## src/rtl/accel_frame_tx.sv

```systemverilog
// Serialises one 6-byte accelerometer burst into the 16-char ASCII frame
// "XXXX,YYYY,ZZZZ\r\n" and hands it to the UART one byte at a time.
module accel_frame_tx #(
  parameter logic [7:0] SEP_CHAR = 8'h2C,
  parameter int         DROP_W   = 8
) (
  input  logic              clk,
  input  logic              rst_n,
  input  logic              sample_valid,
  input  logic [47:0]       sample_data,
  input  logic              tx_ready,
  output logic              tx_valid,
  output logic [7:0]        tx_data,
  output logic              busy,
  output logic [DROP_W-1:0] drop_cnt
);

  typedef enum logic {F_IDLE = 1'b0, F_SEND = 1'b1} state_t;

  state_t            state, state_nxt;
  logic [47:0]       cur, cur_nxt;
  logic [47:0]       pend, pend_nxt;
  logic              pend_vld, pend_vld_nxt;
  logic [3:0]        idx, idx_nxt;
  logic              tx_valid_nxt;
  logic [7:0]        tx_data_nxt;
  logic [DROP_W-1:0] drop_cnt_nxt;
  logic              xfer;
  logic              pend_taken;

  function automatic logic [7:0] hex_char(input logic [3:0] d);
    hex_char = (d < 4'd10) ? (8'h30 + {4'h0, d}) : (8'h37 + {4'h0, d});
  endfunction

  // Axes arrive low byte first on the bus; each is printed as {hi,lo}.
  function automatic logic [7:0] frame_char(input logic [47:0] s, input logic [3:0] i);
    logic [15:0] x;
    logic [15:0] y;
    logic [15:0] z;
    x = {s[39:32], s[47:40]};
    y = {s[23:16], s[31:24]};
    z = {s[7:0],   s[15:8]};
    case (i)
      4'd0:    frame_char = hex_char(x[15:12]);
      4'd1:    frame_char = hex_char(x[11:8]);
      4'd2:    frame_char = hex_char(x[7:4]);
      4'd3:    frame_char = hex_char(x[3:0]);
      4'd4:    frame_char = SEP_CHAR;
      4'd5:    frame_char = hex_char(y[15:12]);
      4'd6:    frame_char = hex_char(y[11:8]);
      4'd7:    frame_char = hex_char(y[7:4]);
      4'd8:    frame_char = hex_char(y[3:0]);
      4'd9:    frame_char = SEP_CHAR;
      4'd10:   frame_char = hex_char(z[15:12]);
      4'd11:   frame_char = hex_char(z[11:8]);
      4'd12:   frame_char = hex_char(z[7:4]);
      4'd13:   frame_char = hex_char(z[3:0]);
      4'd14:   frame_char = 8'h0D;
      default: frame_char = 8'h0A;
    endcase
  endfunction

  assign xfer = tx_valid & tx_ready;
  assign busy = (state == F_SEND) | pend_vld;

  // Next-state, frame sequencing and pending-sample bookkeeping.
  always_comb begin
    state_nxt    = state;
    cur_nxt      = cur;
    pend_nxt     = pend;
    pend_vld_nxt = pend_vld;
    idx_nxt      = idx;
    tx_valid_nxt = tx_valid;
    tx_data_nxt  = tx_data;
    drop_cnt_nxt = drop_cnt;
    pend_taken   = 1'b0;

    case (state)
      F_IDLE: begin
        if (pend_vld) begin
          cur_nxt      = pend;
          pend_vld_nxt = 1'b0;
          pend_taken   = 1'b1;
          idx_nxt      = 4'd0;
          state_nxt    = F_SEND;
          tx_valid_nxt = 1'b1;
          tx_data_nxt  = frame_char(pend, 4'd0);
        end else if (sample_valid) begin
          cur_nxt      = sample_data;
          idx_nxt      = 4'd0;
          state_nxt    = F_SEND;
          tx_valid_nxt = 1'b1;
          tx_data_nxt  = frame_char(sample_data, 4'd0);
        end else begin
          tx_valid_nxt = 1'b0;
        end
      end
      F_SEND: begin
        if (xfer) begin
          if (idx == 4'd15) begin
            state_nxt    = F_IDLE;
            tx_valid_nxt = 1'b0;
            idx_nxt      = 4'd0;
          end else begin
            idx_nxt     = idx + 4'd1;
            tx_data_nxt = frame_char(cur, idx + 4'd1);
          end
        end else begin
          tx_valid_nxt = 1'b1;
        end
      end
      default: begin
        state_nxt    = F_IDLE;
        tx_valid_nxt = 1'b0;
      end
    endcase

    // A sample that cannot start a frame right now is parked; an unsent one is overwritten.
    if (sample_valid && !((state == F_IDLE) && !pend_vld)) begin
      pend_nxt     = sample_data;
      pend_vld_nxt = 1'b1;
      if (pend_vld && !pend_taken && (drop_cnt != {DROP_W{1'b1}})) begin
        drop_cnt_nxt = drop_cnt + {{(DROP_W-1){1'b0}}, 1'b1};
      end else begin
        drop_cnt_nxt = drop_cnt;
      end
    end else begin
      pend_nxt = pend_nxt;
    end
  end

  // State and datapath registers.
  always_ff @(posedge clk or negedge rst_n) begin
    if (!rst_n) begin
      state    <= F_IDLE;
      cur      <= 48'h0;
      pend     <= 48'h0;
      pend_vld <= 1'b0;
      idx      <= 4'd0;
      tx_valid <= 1'b0;
      tx_data  <= 8'h00;
      drop_cnt <= {DROP_W{1'b0}};
    end else begin
      state    <= state_nxt;
      cur      <= cur_nxt;
      pend     <= pend_nxt;
      pend_vld <= pend_vld_nxt;
      idx      <= idx_nxt;
      tx_valid <= tx_valid_nxt;
      tx_data  <= tx_data_nxt;
      drop_cnt <= drop_cnt_nxt;
    end
  end

endmodule

```

## config.mk

```make
export PLATFORM = sky130hd
export DESIGN_NAME = accel_frame_tx
export DESIGN_NICKNAME = d
export VERILOG_FILES = /design/src/rtl/accel_frame_tx.sv
export SDC_FILE = /design/constraint.sdc
export NUM_CORES = 1
export LEC_CHECK = 0
export BUFFER_PORTS_ARGS = -buffer_cell sky130_fd_sc_hd__buf_2
export CAP_MARGIN = 20
export CELL_PAD_IN_SITES_DETAIL_PLACEMENT = 0
export CELL_PAD_IN_SITES_GLOBAL_PLACEMENT = 2
export CORE_UTILIZATION = 41
export DETAILED_ROUTE_END_ITERATION = 16
export PLACE_DENSITY = 0.94
export SETUP_SLACK_MARGIN = 0.1
export SLEW_MARGIN = 20
export SYNTH_ARGS = -nofsm -noshare
export SYNTH_HDL_FRONTEND = slang
export SYNTH_SLANG_ARGS = --single-unit
```

## constraint.sdc

```tcl
create_clock -name clk -period 3.4 [get_ports clk]
set_input_delay 0.68 -clock clk [delete_from_list [all_inputs] [get_ports clk]]
set_output_delay 0.68 -clock clk [all_outputs]
set_load 0.02 [all_outputs]
```

-- Word level (Yosys, flattened, before mapping)
Cells that the tools add are included.
- register bits after elaboration: 119
- bits in latches: 0
- bits in writable memories: 0
- memory bits (read-only): 0
- memories: 0
- add/subtract/negate cells: 30
- multipliers: 0
- divide/modulo/power cells: 0
- order comparisons: 14
- eq/ne operators: 21
- shifts and indexed selects: 0
- muxes and demuxes: 39
- bitwise gates (word level): 3
- reductions and logical operators: 14
- operators by type and width (operator ; count):
    $add 6x4->7 const A ; 28
    $mux 7 ; 14
    $pmux 7 s14 ; 1
    $mux 48 ; 2
    $lt 4x4->1 const B ; 14
    $eq 4x4->1 const B ; 8
    $mux 8 ; 4
    $eq 4x3->1 const B ; 4
    $mux 4 ; 4
    $pmux 8 s2 ; 1
    $mux 1 ; 10
    $add 8x1->8 const B ; 1
    $eq 4x2->1 const B ; 2
    $ne 8x8->1 const B ; 1
    $pmux 4 s2 ; 1
    $reduce_and 2->1 ; 3
    $add 4x1->4 const B ; 1
    $eq 4x1->1 const B ; 1
    $logic_and 1x1->1 ; 4
    $logic_not 4->1 ; 1
    $ne 2x1->1 const B ; 2
    $pmux 1 s2 ; 2
    $logic_not 1->1 ; 3
    $ne 3x2->1 const B ; 1
    8 further kinds ; 8

-- Longest topological paths before layout
- depth after elaboration: 7
- depth in mapped cells: 11

-- Worst setup path before layout
Ideal clock, no wire load.
- kind: register to register
- start: register idx[0]
- end: register tx_data[3]
- data arrival time: 2209 ps
- required time: 3269 ps
- path slack: 1059 ps
- stages on the path, launching flop included: 11
- buffers on the path: 2
- period minus slack after synthesis: 2341 ps
- cells stage by stage: dfrtp_1 -> buf_2 -> inv_1 -> ha_1 -> clkbuf_1 -> nor4bb_1 -> nor3_1 -> a2111oi_0 -> or4_1 -> nor4_1 -> a31oi_1
- longest elaborated chain between the ends: 7
- elaborated cells on any way between the ends: 24
- classes of those cells: 1 x add/sub; 16 x eq/ne; 4 x mux; 3 x reduce/logical
- RTL lines (item ; RTL line ; RTL):
    start, declared ; 24 ; logic [3:0] idx, idx_nxt;
    start signal, assigned ; 148 ; idx <= idx_nxt;
    $add 4x1->4 ; 106 ; tx_data_nxt = frame_char(cur, idx + 4'd1);
    $eq 4x4->1 / $eq 4x3->1 (equally long branches) ; 43 ; case (i)
    $reduce_or 2->1 (no source line) ; - ;
    $pmux 7 s14 ; 43 ;
    $mux 8 ; 100 ; if (idx == 4'd15) begin
    $mux 8 ; 99 ; if (xfer) begin
    $pmux 8 s2 ; 78 ; case (state)
    end signal, assigned ; 150 ; tx_data <= tx_data_nxt;
    end, declared ; 13 ; output logic [7:0] tx_data,
Several ways; a longest one is shown, not always the timed one. The select of a mux whose other input is x is not followed.
A chain may end at the register's enable or synchronous reset.

-- Final worst setup path
- start: register idx[0]
- end: register tx_data[5]
The elaborated chain is that of the path after synthesis.

==> flow_summary.json <==
{
  "finalCriticalPeriod_ns": 2.99,
  "ctsHoldBuffers": 0,
  "reg2reg_slack_ns": 0.41,
  "dieArea_sq_um": 18100,
  "synthSimpleGateAreaFrac_pct": 14.2,
  "yosysSeqAreaShare_pct": 41.0,
  "grt_setup_unrepaired": "no",
  "grt.overflow.total": 0,
  "cp-startpoint": "idx[0]",
  "synthXorXnorAreaFrac_pct": 2.56,
  "synth_nets": 837,
  "place_congestion": 0.960,
  "critPathLaunchType": "register",
  "routed_wl_mm": 20.9,
  "setup-violations-final": 0,
  "drc": 0,
  "power_leakage_nw": 3.93,
  "root_buffer": "clkbuf_16",
  "dp_hpwl_mm": 15.5,
  "die_y_microns": 135,
  "critical_path_class": "reg -> reg",
  "postCtsSetupBuffers": 0,
  "worstMarginPinSlew_ns": 0.886,
  "setup-tns-final_ns": 0,
  "outcome": "complete, no violations",
  "synthFlopType": "dfrtp_1",
  "insertion_delay_ns": 0.42,
  "cp_max_fo": 12,
  "hold_viol": 0,
  "synthMuxAreaShare_pct": 14.3,
  "synth_seq_cells": 118,
  "viasPerCell": 5.86,
  "fp.coreArea_sq_um": 17200,
  "drt_iter0_drc": 497,
  "grt_pass1_wl_mm": 33.3,
  "cts_buffers": 17,
  "die_x_microns": 135,
  "wl_per_cell_microns": 19.7,
  "cp_data_required_time_ns": 3.74,
  "synth_top_family_by_area": "compound AO/OA/AOI/OAI gates",
  "syn-instance-count": 765,
  "netlist_area_sq_um": 7200,
  "fmax_mhz": 334,
  "synthAdderAreaFrac_pct": 3.62,
  "ys_async_sr_fraction_pct": 100,
  "grt_start_max_net_pins": 67,
  "num_rows": 48,
  "skew_ns": 0.00938,
  "worstSetupEndpointType": "register",
  "synth_warnings": 0,
  "cts.clk_slew.worst_paths_ns": 0.06,
  "ir_worst_vdd_uv": 407,
  "grt_pass1_vias": 6050,
  "syn_area_per_cell_sq_um": 9.41,
  "relSlewSlack_pct": 41.0,
  "start_util_pct": 41.8,
  "port_buffers": 68,
  "htree_levels": 4,
  "fin_util_pct": 48.9,
  "post-route-period-util_pct": 88.0,
  "final_nets": 896,
  "drive_gt1_share_pct": 20.7,
  "vias": 6210,
  "rr_startpoint": "idx[0]",
  "powerDensity_nw_per_um2": 640,
  "track_usage_pct": 24.2,
  "cts.repair.resized": 0,
  "syn2layout_area_growth_pct": 17.0,
  "maxSlewViolCount": 0,
  "synth-edff-count": 0,
  "crit_arrival_ns": 3.33,
  "antenna_found_initial": 0,
  "ant_nets": 0,
  "cts_buffer_depth": 2,
  "synth_cell_type_count": 76,
  "antenna_cells": 0,
  "synth_compound_area_share_pct": 19.6,
  "drtPass1Iterations": 5,
  "min_path_type": "in -> async",
  "clock_sinks": 118,
  "cts_tree": "yes",
  "drv_cap": 0,
  "num_io_pins": 70
}
[layer usage]
layer | vias up | part of all wire, % | track usage (%)
met3 | 28 | 5.7 | 4.28
met4 | 0 | 2.2 | 9.05
met5 | - | 0 | 0
met1 | 3058 | 45 | 33.2
met2 | 219 | 47 | 38.2
li1 | 2905 | - | -
[synth_stat cells, drive strengths merged, types with 6 or more instances]
master	number	share of area (%)
a211oi	7	0.80
a21boi	12	1.3
a21oi	33	2.3
a31oi	13	1.1
and3	6	0.52
and4b	10	1.4
buf	19	1.3
clkbuf	28	1.5
dfrtp	118	41
ha	20	3.5
inv	37	1.9
mux2	46	7.2
mux2i	51	7.1
nand2	81	4.2
nand3	13	0.90
nor2	33	1.7
nor2b	6	0.52
nor3	13	0.90
o21ai	99	6.9
xnor2	19	2.3
[critical path: stages (launching register included)]
cell and delay [ns]:
dfrtp_1 0.53, ha_1 0.42, buf_4 0.24, nand2b_1 0.19, o32ai_2 0.76, and2_1 0.32, a32oi_1 0.08, and4_1 0.23
o21ai_0 0.14
[power by group]
part           total [W]  internal [W]  switching (W)  leakage [nW]
sequential       0.00194       0.00162       0.000318          1.43
clock            0.00194       0.00130       0.000647         0.312
combinational    0.00151      0.000610       0.000898          2.18
total            0.00539       0.00353        0.00186          3.93
[cell type report]
cell class              instances  area, sq um
clock buffers                  22          484
clock inverters                 8          148
fillers                      1631         8810
inverters                      37          139
multi-input cells             563         3920
flip-flops and latches        118         2950
well taps                     225          282
repair buffers                 87          498
[state kept, by name, summed over array words and instances (netlist names)]
name	cells
cur	48
drop_cnt	8
idx	4
pend	48
pend_vld	1
state	1
tx_data	7
tx_valid	1
[through the flow]
| step | std cells | total power [W] | instance area, sq um | setup WS, ns | hold slack, ns |
|---|---|---|---|---|---|
| 6_report | 1060 | 0.00539 | 8420 | 0.407 | 0.336 |
| 2_1_floorplan | 765 | 0.00287 | 7200 | 1.06 | 0.384 |
| 4_1_cts | 1060 | 0.00539 | 8420 | 0.520 | 0.361 |
| 3_5_place_dp | 1030 | 0.00344 | 7790 | 0.510 | 0.493 |
| 5_1_grt | 1060 | 0.00565 | 8420 | 0.305 | 0.392 |
| 3_3_place_gp | 1030 | 0.00341 | 7790 | 0.577 | 0.481 |
[layout by cell type (no fill, tap or decap), types with 6 or more instances in the layout]
master       n
o21ai_0     97
buf_4       19
a211oi_1     6
clkbuf_16   17
nand2_1     80
nor2_1      33
a21oi_1     33
and3_1       6
a21boi_0    10
dfrtp_1    117
nand3_1     13
xnor2_1     19
mux2i_1     51
inv_1       36
buf_2       67
and4b_1     10
mux2_2      46
nor3_1      13
ha_1        20
a31oi_1     13
nor2b_1      6
[cells by family after synthesis]
logic type	after synthesis
AO/OA/AOI/OAI	224
AND/OR/NAND/NOR	199
flip-flops	118
multiplexers	97
buffers and inverters	84
adder cells (fa/ha/maj)	21
XOR/XNOR	21
other	1
[path summary, 6_finish.rpt]
check / cells after the start / endpoint
worst max register to register: 8 / tx_data[5]
worst min register to register: 1 / pend[16]
worst max-delay path: 8 / tx_data[5]
max in group asynchronous: 2 / pend[30]
worst min-delay path: 1 / pend[20]
min in group clk: 1 / pend[16]
Note: power is estimated with default switching activity, not from simulation.
